$ cat src/rtl/vga_timing_pkg.sv
// Shared VGA timing definitions: default 640x480@60Hz constants,
// total-count helper and the coordinate type used by the renderers.
package vga_timing_pkg;

  typedef logic [9:0] coord_t;

  localparam int DEF_H_VISIBLE = 640;
  localparam int DEF_H_FRONT   = 16;
  localparam int DEF_H_SYNC    = 96;
  localparam int DEF_H_BACK    = 48;

  localparam int DEF_V_VISIBLE = 480;
  localparam int DEF_V_FRONT   = 10;
  localparam int DEF_V_SYNC    = 2;
  localparam int DEF_V_BACK    = 33;

  // Largest count a 10-bit coordinate can represent
  localparam int COORD_LIMIT = 1024;

  // Total pixels per line or lines per frame
  function automatic int calc_total(input int visible, input int front,
                                    input int sync, input int back);
    return visible + front + sync + back;
  endfunction

endpackage

$ cat src/rtl/sig_delay_line.sv
// Fixed-depth shift register with synchronous reset. Every stage resets to
// RESET_VAL so the output holds that value while the chain refills.
module sig_delay_line #(
  parameter int               WIDTH     = 1,
  parameter int               DEPTH     = 1,
  parameter logic [WIDTH-1:0] RESET_VAL = '0
) (
  input  logic             vga_clk,
  input  logic             reset,
  input  logic [WIDTH-1:0] din,
  output logic [WIDTH-1:0] dout
);

  logic [WIDTH-1:0] stages [DEPTH];

  // Shift din through DEPTH stages; reset loads every stage with RESET_VAL
  always_ff @(posedge vga_clk) begin
    if (reset) begin
      for (int i = 0; i < DEPTH; i++) begin
        stages[i] <= RESET_VAL;
      end
    end else begin
      stages[0] <= din;
      for (int i = 1; i < DEPTH; i++) begin
        stages[i] <= stages[i-1];
      end
    end
  end

  assign dout = stages[DEPTH-1];

endmodule

$ cat src/rtl/vga_timing_gen.sv
// VGA raster timing generator. DrawX/DrawY are the raw counters; sync, blank
// and strobes are registered from the next-state counters so they change on
// the same edge as the coordinates. hs/vs/blank also go through a short delay
// line to line up with RGB registered one or more cycles later.
module vga_timing_gen
  import vga_timing_pkg::*;
#(
  parameter int H_VISIBLE  = DEF_H_VISIBLE,
  parameter int H_FRONT    = DEF_H_FRONT,
  parameter int H_SYNC     = DEF_H_SYNC,
  parameter int H_BACK     = DEF_H_BACK,
  parameter int V_VISIBLE  = DEF_V_VISIBLE,
  parameter int V_FRONT    = DEF_V_FRONT,
  parameter int V_SYNC     = DEF_V_SYNC,
  parameter int V_BACK     = DEF_V_BACK,
  parameter int PIPE_DELAY = 1,
  parameter int FRAME_W    = 16
) (
  input  logic               vga_clk,
  input  logic               reset,
  output logic [9:0]         DrawX,
  output logic [9:0]         DrawY,
  output logic               blank,
  output logic               hs,
  output logic               vs,
  output logic               hs_d,
  output logic               vs_d,
  output logic               blank_d,
  output logic               line_start,
  output logic               frame_start,
  output logic [FRAME_W-1:0] frame_count
);

  localparam int H_TOTAL = calc_total(H_VISIBLE, H_FRONT, H_SYNC, H_BACK);
  localparam int V_TOTAL = calc_total(V_VISIBLE, V_FRONT, V_SYNC, V_BACK);

  localparam coord_t H_LAST   = coord_t'(H_TOTAL - 1);
  localparam coord_t V_LAST   = coord_t'(V_TOTAL - 1);
  localparam coord_t H_VIS    = coord_t'(H_VISIBLE);
  localparam coord_t V_VIS    = coord_t'(V_VISIBLE);
  localparam coord_t HS_START = coord_t'(H_VISIBLE + H_FRONT);
  localparam coord_t HS_END   = coord_t'(H_VISIBLE + H_FRONT + H_SYNC);
  localparam coord_t VS_START = coord_t'(V_VISIBLE + V_FRONT);
  localparam coord_t VS_END   = coord_t'(V_VISIBLE + V_FRONT + V_SYNC);

  if (PIPE_DELAY < 1 || PIPE_DELAY > 4) begin : g_bad_pipe_delay
    $error("vga_timing_gen: PIPE_DELAY must be 1..4");
  end
  if (H_TOTAL > COORD_LIMIT || V_TOTAL > COORD_LIMIT) begin : g_bad_total
    $error("vga_timing_gen: H_TOTAL/V_TOTAL exceed 10-bit coordinate range");
  end

  coord_t     hc;
  coord_t     vc;
  coord_t     hc_next;
  coord_t     vc_next;
  logic [2:0] sync_delayed;

  // Next raster position: hc wraps each line, vc advances on hc wrap
  always_comb begin
    hc_next = hc + 10'd1;
    vc_next = vc;
    if (hc == H_LAST) begin
      hc_next = '0;
      vc_next = (vc == V_LAST) ? '0 : vc + 10'd1;
    end
  end

  // Counters plus sync/blank/strobe decode of the next position; reset wins
  always_ff @(posedge vga_clk) begin
    if (reset) begin
      hc          <= '0;
      vc          <= '0;
      hs          <= 1'b1;
      vs          <= 1'b1;
      blank       <= 1'b1;
      line_start  <= 1'b0;
      frame_start <= 1'b0;
      frame_count <= '0;
    end else begin
      hc          <= hc_next;
      vc          <= vc_next;
      hs          <= !((hc_next >= HS_START) && (hc_next < HS_END));
      vs          <= !((vc_next >= VS_START) && (vc_next < VS_END));
      blank       <= (hc_next < H_VIS) && (vc_next < V_VIS);
      line_start  <= (hc_next == '0);
      frame_start <= (hc_next == '0) && (vc_next == '0);
      if ((hc_next == '0) && (vc_next == '0)) begin
        frame_count <= frame_count + FRAME_W'(1);
      end
    end
  end

  assign DrawX = hc;
  assign DrawY = vc;

  sig_delay_line #(
    .WIDTH     (3),
    .DEPTH     (PIPE_DELAY),
    .RESET_VAL (3'b110)
  ) u_sync_delay (
    .vga_clk (vga_clk),
    .reset   (reset),
    .din     ({hs, vs, blank}),
    .dout    (sync_delayed)
  );

  assign hs_d    = sync_delayed[2];
  assign vs_d    = sync_delayed[1];
  assign blank_d = sync_delayed[0];

endmodule

$ cat config.mk
export PLATFORM = sky130hd
export DESIGN_NAME = vga_timing_gen
export DESIGN_NICKNAME = d
export VERILOG_FILES = /design/src/rtl/vga_timing_pkg.sv /design/src/rtl/sig_delay_line.sv /design/src/rtl/vga_timing_gen.sv
export SDC_FILE = /design/constraint.sdc
export NUM_CORES = 1
export LEC_CHECK = 0
export CORE_ASPECT_RATIO = 1.75
export CORE_MARGIN = 2
export CORE_UTILIZATION = 50
export CTS_CLUSTER_DIAMETER = 80
export DETAILED_ROUTE_END_ITERATION = 10
export PLACE_DENSITY = 0.84
export SYNTH_ARGS = -nofsm -noshare
export SYNTH_HDL_FRONTEND = slang
export SYNTH_SLANG_ARGS = --single-unit
$ cat constraint.sdc
create_clock -name vga_clk -period 3.2 [get_ports vga_clk]
set_clock_uncertainty 0.15 [all_clocks]
set_input_delay 0.32 -clock vga_clk [delete_from_list [all_inputs] [get_ports vga_clk]]
set_output_delay 0.32 -clock vga_clk [all_outputs]
set_load 0.02 [all_outputs]
==> results of run 1 <==
[sequential cells by signal, indices dropped and copies added (netlist names)]
register / flops
vs: 1
hs: 1
line_start: 1
frame_count: 16
DrawY: 10
frame_start: 1
blank: 1
u_sync_delay.stages: 3
DrawX: 10
[worst paths after layout]
kind                                          start                                   end  slack (ns)  cells after the start
worst max-delay path            DrawX[0]$_SDFF_PP0_          frame_count[10]$_SDFFE_PP0P_        0.21                     10
worst max register to register  DrawX[0]$_SDFF_PP0_          frame_count[10]$_SDFFE_PP0P_        0.21                     10
worst min-delay path                  hs$_SDFF_PP1_  u_sync_delay.stages[0][2]$_SDFF_PP1_        0.30                      1
worst min register to register        hs$_SDFF_PP1_  u_sync_delay.stages[0][2]$_SDFF_PP1_        0.30                      1
[cell usage after synthesis, types with 2 or more instances]
library cell,n
and4_1,2
mux2_1,5
and2_1,2
and3b_1,2
or2_2,2
ha_1,4
nor3_4,2
or4_1,6
xor2_1,3
a32oi_1,2
nand4_1,13
mux2i_1,3
clkbuf_1,6
buf_2,10
o41ai_1,2
or3_2,2
nor2_1,28
and3_1,5
nand2_1,15
nand2b_1,4
dfxtp_1,44
inv_1,10
o22ai_1,2
o21ai_0,10
o31ai_1,6
buf_4,2
mux2_2,3
nand3_2,2
a21oi_1,16
nor3_1,11
xnor2_1,9
nor2b_1,12
a211oi_1,3
nand3_1,19
or2_4,2
[layer usage]
layer	track usage	share of wire	routed length [microns]
met5	0	0	0
met4	0.1646	0.065	411
met3	0.03329	0.038	237
met2	0.4030	0.53	3357
met1	0.2267	0.37	2312
[metrics by stage]
step	hold WS [ns]	total power [mW]	TNS (ns)	cells	area, sq um
after global placement	0.2666	0.6052	0	387	3029
final	0.3014	0.9431	0	394	3127
after global routing	0.3328	0.9661	-0.004751	394	3127
after floorplan	0.3962	0.5924	0	292	2490
after CTS	0.3101	0.9443	0	394	3110
after detailed placement	0.2890	0.6061	0	387	3029
[power groups by stage]
stage                     clock [mW]  combinational, mW  sequential, mW
after detailed placement           0             0.0358           0.570
final                          0.349             0.0363           0.558
after global routing           0.367             0.0396           0.559
after CTS                      0.351             0.0360           0.558
after floorplan                    0             0.0197           0.573
after global placement             0             0.0354           0.570
[cell families (layout without fill, tap and decap cells)]
family / Yosys count / in the layout / synth area share
xor gates and xnor gates: 12 / 12 / 0.04221
DFF: 44 / 44 / 0.3538
adders and majority gates: 4 / 4 / 0.02010
buffers and inverters: 29 / 77 / 0.05176
muxes: 11 / 11 / 0.04824
AOI/OAI and AO/OA: 51 / 51 / 0.1352
and+or+nand+nor: 141 / 141 / 0.3487
[layout make-up]
type	count	area, sq um	share of cell area
inverter	10	37.54	0.01200
timing repair buffer	60	563.0	0.1801
multi-input combinational	219	1496	0.4786
sequential	44	880.8	0.2817
clock inverter	2	12.51	0.004002
tap	54	67.56	0.02161
clock buffer	5	68.82	0.02201
==> run summary, run 1 <==
status - complete, no violations
Detail Placement HPWL - 4655 microns
CP Max Fanout - 8
grt total ovfl - 0
CP dominant cell by count - buf_4
critical-path cell list - ha_2, and4_1, buf_4, xnor2_1, a32oi_1, nor3_1, buf_4, and3b_1, nand4_1, mux2_1
root buffer selected by CTS - clkbuf_8
sequential area share after synthesis - 0.3538
Num CTS Buffers - 5
Final setup viols - 0
Routed Antenna Nets - 0
Mapped Area - 0.002490 sq mm
worst path bufs/invs - 2
CTS tree - yes
Hold Fails Final Rpt - 0
Post-Route WL - 6318 microns
CP Data Arrival Time - 3.04 ns
Max Freq - 334.2 MHz
Avg WL per Cell - 16.04 microns
clock network fraction of total power - 0.370
# DRC - 0
Pint - 713.8 uW
commonest non-fill, non-tap cells in the layout - 45 x clkdlybuf4s50_1, 44 x dfxtp_1, 28 x nor2_1, 19 x nand3_1, 16 x a21oi_1
critical path required time - 3.24 ns
Die Ht - 97.35 microns
post-place setup slack - 0.1828 ns
nets - 346
ANT cells - 0
Final Util - 0.6391
clk sinks - 44
port bufs - 45
Hold Path Class - flop to flop
number of synthesized register bits - 44
Die Wd - 57.35 microns
Syn. warnings - 0
Logic pwr share - 0.038
Ports - 46
Site Rows - 34
Synth Instances - 292
postcts setup bufs - 0
first-pass iteration count of the detailed router - 4
number of global-route vias before repair - 2280
Switching Share - 0.2432
Starting DRT DRC Count - 136
synth unique cells - 58
most common cell after layout, fill and taps aside - clkdlybuf4s50_1
CP Class - flop to flop
ranking of synthesized cells by area - dfxtp_1 35%, nor2_1 4.2%, nand3_1 3.8%
delay-heaviest family, CP - simple AND/OR/NAND/NOR gates
CP Capture Type - flop
slowest stage delay, CP - 0.45 ns
Mapped Nets - 298
vias post-DR - 2413
number of vias per cell - 6.124
Peak VDD IR - 0.2818 mV
dominant cell type by area after synthesis - dfxtp_1
hold-fix buffers at CTS - 0
initial antenna violation count - 0
Area Overhead vs Synth - 25.58%
Crit-path slowest cell - dfxtp_1
max-cap violations - 0
gr usage total - 0.2265
ys flop type - dfxtp_1
FFs w/ async S/R, synth - 0
GPL Wtd Cong - 0.9184
initial core utilization - 0.5090
layout cells sized above 1 - 0.1412
CTS H-Tree Depth - 2
final worst setup slack - 0.2077 ns
fin. max-slew vios - 0
Slew headroom - 0.5693
share of power burned in registers - 0.591
# resized after CTS - 0
Pwr Density - 301.6 mW/mm^2
clk_lat worst skew - 0.31 ns
Yosys top cell area share - 0.3538
pin count of the biggest net entering global routing - 51
Worst-path clk slew - 0.08 ns
fill count - 406
crit share post-route - 0.9351
fin crit period - 2.992 ns
core area - 0.004892 sq mm
Die Footprint - 0.005583 sq mm
first-pass GRT wire length - 10050 microns
NetSw - 229.4 uW
Mean Syn Cell Area - 8.527 sq um
Setup crit start kind - flop
Clock Path Buffers - 2
Post-synth EDFFs - 0
leakage power - 1.114 nW
worst slew pin tran - 0.6377 ns
Power figures use the tool's default switching activity.
==> run 2, diff against run 1 <==
Settings changed: CAP_MARGIN set to 0, CORE_UTILIZATION 50 to 52, PLACE_DENSITY 0.84 to 0.86.
==> run 2 against run 1 <==
Count of clock-buffer cells in the layout is 1 higher. Highest routed layer unchanged. Global-route usage up 1.6 points. Critical path depth down 1.
==> run summary, run 2 (synthesis results as in run 1) <==
status - complete, no violations
Site Rows - 33 (-2.9%)
FF-to-FF path depth - 9 (-1)
fin. max-slew vios - 0 (unchanged)
Die Footprint - 0.005380 sq mm (-3.6%)
Die Wd - 56.31 microns (-1.8%)
first-pass GRT wire length - 10270 microns (+2.2%)
number of vias per cell - 6.288 (+2.7%)
hold depth - 1 (unchanged)
CTS tree - yes
Largest Register - frame_count
GPL Wtd Cong - 0.9034 (-1.6%)
Hold Path Class - flop to flop
nets - 350 (+1.2%)
Avg WL per Cell - 16.04 microns (about the same)
CP Class - flop to flop
delay-heaviest family, CP - simple AND/OR/NAND/NOR gates
Pwr Density - 293.7 mW/mm^2 (-2.6%)
max-cap violations - 0 (unchanged)
clk_lat worst skew - 0.30 ns (about the same)
Worst-path clk slew - 0.08 ns (about the same)
Area Overhead vs Synth - 26.43%
worst path bufs/invs - 1 (-1)
setup TNS - 0 ns (unchanged)
core area - 0.004666 sq mm (-4.6%)
Cells after DPL - 386 (-0.26%)
Max Freq - 334.6 MHz (+0.13%)
leakage power - 1.126 nW (+1.1%)
Detail Placement HPWL - 4761 microns (+2.3%)
Final setup viols - 0 (unchanged)
Starting DRT DRC Count - 91 (-33%)
Setup crit start kind - flop
Clock Path Buffers - 2 (unchanged)
crit share post-route - 0.9339 (-0.001218)
Post-Route WL - 6350 microns (+0.51%)
Pwr Total - 924.7 uW (-2.0%)
port bufs - 45 (unchanged)
initial antenna violation count - 0 (unchanged)
fill count - 392 (-3.4%)
CP Data Arrival Time - 3.07 ns (+0.03 ns)
CP Capture Type - flop
vias post-DR - 2490 (+3.2%)
Slew headroom - 0.3977 (-0.1716)
Peak VDD IR - 0.2383 mV (-15%)
Num CTS Buffers - 5 (unchanged)
clk sinks - 44 (unchanged)
grt total ovfl - 0 (unchanged)
Crit-path slowest cell - or4_1
first-pass iteration count of the detailed router - 5 (+1)
root buffer selected by CTS - clkbuf_8
most common cell after layout, fill and taps aside - clkdlybuf4s50_1
hold_ws - 0.2893 ns (-0.01213 ns)
number of global-route vias before repair - 2239 (-1.8%)
fin crit period - 2.988 ns (-0.003899 ns)
pin count of the biggest net entering global routing - 27 (-47%)
slowest stage delay, CP - 0.52 ns (+0.07 ns)
Routed Antenna Nets - 0 (unchanged)
Final Util - 0.6747 (+0.03558)
Final Non-Filler Cells - 396 (+0.51%)
Die Ht - 95.54 microns (-1.9%)
gr usage total - 0.2421 (+0.01558)
worst slew pin tran - 0.9007 ns (+0.2630 ns)
CTS H-Tree Depth - 2 (unchanged)
commonest non-fill, non-tap cells in the layout - 45 x clkdlybuf4s50_1, 44 x dfxtp_1, 28 x nor2_1, 19 x nand3_1, 18 x buf_4
CP Max Fanout - 7 (-1)
critical path required time - 3.28 ns (+0.04 ns)
max reg flops - 16 (unchanged)
Ports - 46 (unchanged)
# DRC - 0 (unchanged)
hold-fix buffers at CTS - 0 (unchanged)
layout cells sized above 1 - 0.1483 (+0.007079)
ANT cells - 0 (unchanged)
Levels on crit path - 9 (-1)
Hold Fails Final Rpt - 0 (unchanged)
initial core utilization - 0.5337 (+0.02470)
critical-path cell list - ha_2, nand4_4, nor3_4, buf_4, o21ai_2, a221oi_2, nand3b_1, or4_1, a21oi_1
run 2: through the flow:
| stage | instance area, sq um | setup slack, ns |
|---|---|---|
| 2_1_floorplan | 2490 | 0.1555 |
| 3_5_place_dp | 3034 | 0.1160 |
| 4_1_cts | 3112 | 0.08690 |
| 3_3_place_gp | 3034 | 0.1938 |
| 6_report | 3148 | 0.2116 |
| 5_1_grt | 3148 | -0.007893 |
run 2: path summary, 6_finish.rpt:
kind / start / endpoint / slack, ns
worst max register to register: DrawX[0]$_SDFF_PP0_ / frame_count[4]$_SDFFE_PP0P_ / 0.21
worst min-delay path: hs$_SDFF_PP1_ / u_sync_delay.stages[0][2]$_SDFF_PP1_ / 0.29
worst min register to register: hs$_SDFF_PP1_ / u_sync_delay.stages[0][2]$_SDFF_PP1_ / 0.29
worst max-delay path: DrawX[0]$_SDFF_PP0_ / frame_count[4]$_SDFFE_PP0P_ / 0.21
run 2: final cells by class:
| cell class | instances | area (sq um) | area share |
|---|---|---|---|
| Sequential cell | 44 | 880.8 | 0.2798 |
| Multi-Input combinational cell | 220 | 1501 | 0.4769 |
| Inverter | 10 | 37.54 | 0.01192 |
| Tap cell | 52 | 65.06 | 0.02067 |
| Timing Repair Buffer | 63 | 585.6 | 0.1860 |
| Clock buffer | 6 | 72.57 | 0.02305 |
| Clock inverter | 1 | 5.005 | 0.001590 |
run 2: routing by layer:
metal | up-vias | global-route usage | routed length [microns] | part of all wire
met4 | 0 | 0.1786 | 338 | 0.053
met3 | 30 | 0.04071 | 294 | 0.046
met1 | 1195 | 0.2398 | 2317 | 0.36
met2 | 101 | 0.4451 | 3400 | 0.54
li1 | 1164 | - | - | -
met5 | - | 0 | 0 | 0
run 2: what timing repair did:
item,4_1_cts,5_1_grt
endpoints found under the setup margin,0,14
gates resized for setup,0,4
setup buffers,0,2
run 2: power breakdown:
part           switching [mW]  internal [mW]  total (mW)
combinational          0.0224         0.0163      0.0387
sequential            0.00656          0.551       0.558
clock                   0.180          0.148       0.328
total                   0.209          0.716       0.925
run 2: worst register-to-register path, stage by stage, from the launching register on:
cell      delay [ns]
dfxtp_1         0.44
ha_2            0.31
nand4_4         0.17
nor3_4          0.27
buf_4           0.19
o21ai_2         0.06
a221oi_2        0.40
nand3b_1        0.26
or4_1           0.52
a21oi_1         0.15
==> run 3, diff against run 2 <==
Settings changed: ABC_CLOCK_PERIOD_IN_PS set to 3200, PLACE_DENSITY 0.86 to 0.87, SYNTH_HIERARCHICAL set to 1.
==> run 3 against run 2 <==
Sequential share of layout area shrank 1.3 points. Power increased by 18%. Register-to-register slack got worse by 0.30 ns. Worst hold slack gained 0.0028 ns. Clock power is 36% higher. Maximum frequency is 9.0% lower. The run now ends with negative setup slack left. Combinational power grew 130%. Largest cell class unchanged. Routed wire length rose by 14%. Critical path depth fell by 2. Final area grew 5.7%. Count of clock-buffer cells in the layout did not move.
==> run summary, run 3 <==
sequential area share after synthesis - 0.3733 (+0.01951)
dominant cell type by area after synthesis - dfxtp_1
Ports - 46 (unchanged)
storage element area - 888.4 sq um (+0.85%)
Detail Placement HPWL - 4962 microns (+4.2%)
grt total ovfl - 0 (unchanged)
Yosys top cell area share - 0.3733 (+0.01951)
Die Ht - 93.12 microns (-2.5%)
Post-Route WL - 7215 microns (+14%)
worst slew pin tran - 0.9638 ns (+0.06312 ns)
max reg flops - 16 (unchanged)
Num CTS Buffers - 5 (unchanged)
hold-fix buffers at CTS - 0 (unchanged)
number of vias per cell - 6.289 (about the same)
Die Wd - 54.92 microns (-2.5%)
most common cell after layout, fill and taps aside - clkdlybuf4s50_1
critical path required time - 3.28 ns (about the same)
CP Data Arrival Time - 3.36 ns (+0.29 ns)
first-pass GRT wire length - 11370 microns (+11%)
Avg WL per Cell - 17.26 microns (+7.6%)
fin crit period - 3.285 ns (+0.2963 ns)
ANT cells - 0 (unchanged)
FFs w/ async S/R, synth - 0 (unchanged)
CP Capture Type - flop
root buffer selected by CTS - clkbuf_8
clk sinks - 44 (unchanged)
Mapped Area - 0.002360 sq mm (-5.2%)
port bufs - 45 (unchanged)
Starting DRT DRC Count - 91 (unchanged)
nets - 372 (+6.3%)
count leader, synth - dfxtp_1
Final Util - 0.7557 (+0.08097)
first-pass iteration count of the detailed router - 6 (+1)
initial antenna violation count - 0 (unchanged)
Routed Antenna Nets - 0 (unchanged)
Pwr Density - 327.9 mW/mm^2 (+12%)
Cells after DPL - 406 (+5.2%)
Die Footprint - 0.005114 sq mm (-4.9%)
Setup crit start kind - flop
Clock Path Buffers - 2 (unchanged)
number of global-route vias before repair - 2513 (+12%)
Slew headroom - 0.3555 (-0.04221)
synth unique cells - 48 (-17%)
commonest non-fill, non-tap cells in the layout - 45 x clkdlybuf4s50_1, 40 x dfxtp_1, 37 x buf_4, 28 x nor2_1, 22 x nand2_1
pin count of the biggest net entering global routing - 27 (unchanged)
Pwr Total - 1.091 mW (+18%)
Hold Path Class - flop to flop
Peak VDD IR - 0.3440 mV (+44%)
# DRC - 0 (unchanged)
ys flop type - dfxtp_1
number of synthesized register bits - 44 (unchanged)
placed cell areas - 0.003083 sq mm (+1.6%)
CTS tree - yes
Mapped Nets - 299 (+0.34%)
hold_ws - 0.2921 ns (+0.002818 ns)
crit share post-route - 1.026 (+0.09259)
core area - 0.004404 sq mm (-5.6%)
Mean Syn Cell Area - 8.054 sq um (-5.5%)
CTS H-Tree Depth - 2 (unchanged)
post-place setup slack - -0.1578 ns (-0.2738 ns)
vias post-DR - 2629 (+5.6%)
fin. max-slew vios - 0 (unchanged)
Area Overhead vs Synth - 41.04%
Synth Instances - 293 (+0.34%)
final worst setup slack - -0.08466 ns (-0.2963 ns)
Hold Fails Final Rpt - 0 (unchanged)
leakage power - 1.154 nW (+2.5%)
Final setup viols - 8 (+8)
CP Class - flop to flop
Max Freq - 304.4 MHz (-9.0%)
Worst-path clk slew - 0.09 ns (about the same)
fill count - 304 (-22%)
multi-input logic area - 0.001454 sq mm (-3.2%)
setup TNS - -0.4286 ns (-0.4286 ns)
max-cap violations - 0 (unchanged)
Syn. warnings - 6 (+6)
Post-synth top cells - 44 x dfxtp_1, 28 x nor2_1, 22 x nand2_1, 18 x a21oi_1, 18 x nand3_1
layout cells sized above 1 - 0.2180 (+0.06973)
Design Area, Final - 0.003328 sq mm (+5.7%)
initial core utilization - 0.5358 (+0.002140)
CP Max Fanout - 8 (+1)
status - finished, violations left
GPL Wtd Cong - 0.9161 (+1.4%)
clk_lat worst skew - 0.30 ns (about the same)
ranking of synthesized cells by area - dfxtp_1 37%, nor2_1 4.5%, a21oi_1 3.8%
RSZ-0062 raised after global routing - yes
Site Rows - 32 (-3.0%)
Post-synth EDFFs - 0 (unchanged)
Largest Register - frame_count
gr usage total - 0.2975 (+0.05534)
Final Non-Filler Cells - 418 (+5.6%)
failing checks - negative setup slack
run 3: cell families (layout without fill, tap and decap cells):
family / after synthesis / after routing / share of synthesized area
buffers and inverters: 28 / 101 / 0.05143
flip-flops: 44 / 44 / 0.3733
AO/OA/AOI/OAI: 59 / 59 / 0.1654
AND/OR/NAND/NOR: 144 / 145 / 0.3314
XOR/XNOR: 9 / 9 / 0.03341
adder cells (fa/ha/maj): 4 / 4 / 0.02121
multiplexers: 5 / 5 / 0.02386
run 3: worst max-delay path, stage by stage, from the launching register on:
cell and delay, ns:
dfxtp_4 0.35, or3_4 0.36, or3_4 0.41, o31a_1 0.27
or4_4 0.55, or4_4 0.50, or4_4 0.51, a21oi_2 0.11
run 3: power breakdown:
group | switching (mW) | internal [mW] | total [mW]
clock | 0.192 | 0.255 | 0.447
sequential | 0.00353 | 0.553 | 0.557
combinational | 0.0488 | 0.0386 | 0.0875
run 3: repair_timing:
action                     4_1_cts  5_1_grt
gates cloned                     1        0
setup buffers                    2        1
setup endpoints to repair       11       13
pin swaps                        5        2
gates resized for setup          6       15
run 3: final cells by class:
| cell class | instances | share of cell area |
|---|---|---|
| sequential | 44 | 0.2669 |
| tap | 51 | 0.01917 |
| inverter | 8 | 0.009023 |
| multi-input combinational | 222 | 0.4368 |
| clock inverter | 2 | 0.01165 |
| clock buffer | 6 | 0.02481 |
| timing repair buffer | 85 | 0.2316 |
run 3: routing by layer:
| metal | GRT usage | up-vias | wire, microns |
|---|---|---|---|
| li1 | - | 1229 | - |
| met1 | 0.3243 | 1247 | 2604 |
| met2 | 0.5099 | 125 | 3914 |
| met3 | 0.05112 | 28 | 414 |
| met4 | 0.1687 | 0 | 281 |
| met5 | 0 | - | 0 |
run 3: worst paths after layout:
path,startpoint,to,slack (ns),cells after the start
worst min-delay path,vs$_SDFF_PP1_,u_sync_delay/stages[0][1]$_SDFF_PP1_,0.29,1
worst min register to register,vs$_SDFF_PP1_,u_sync_delay/stages[0][1]$_SDFF_PP1_,0.29,1
worst max register to register,DrawX[6]$_SDFF_PP0_,frame_count[6]$_SDFFE_PP0P_,-0.08,7
worst max-delay path,DrawX[6]$_SDFF_PP0_,frame_count[6]$_SDFFE_PP0P_,-0.08,7
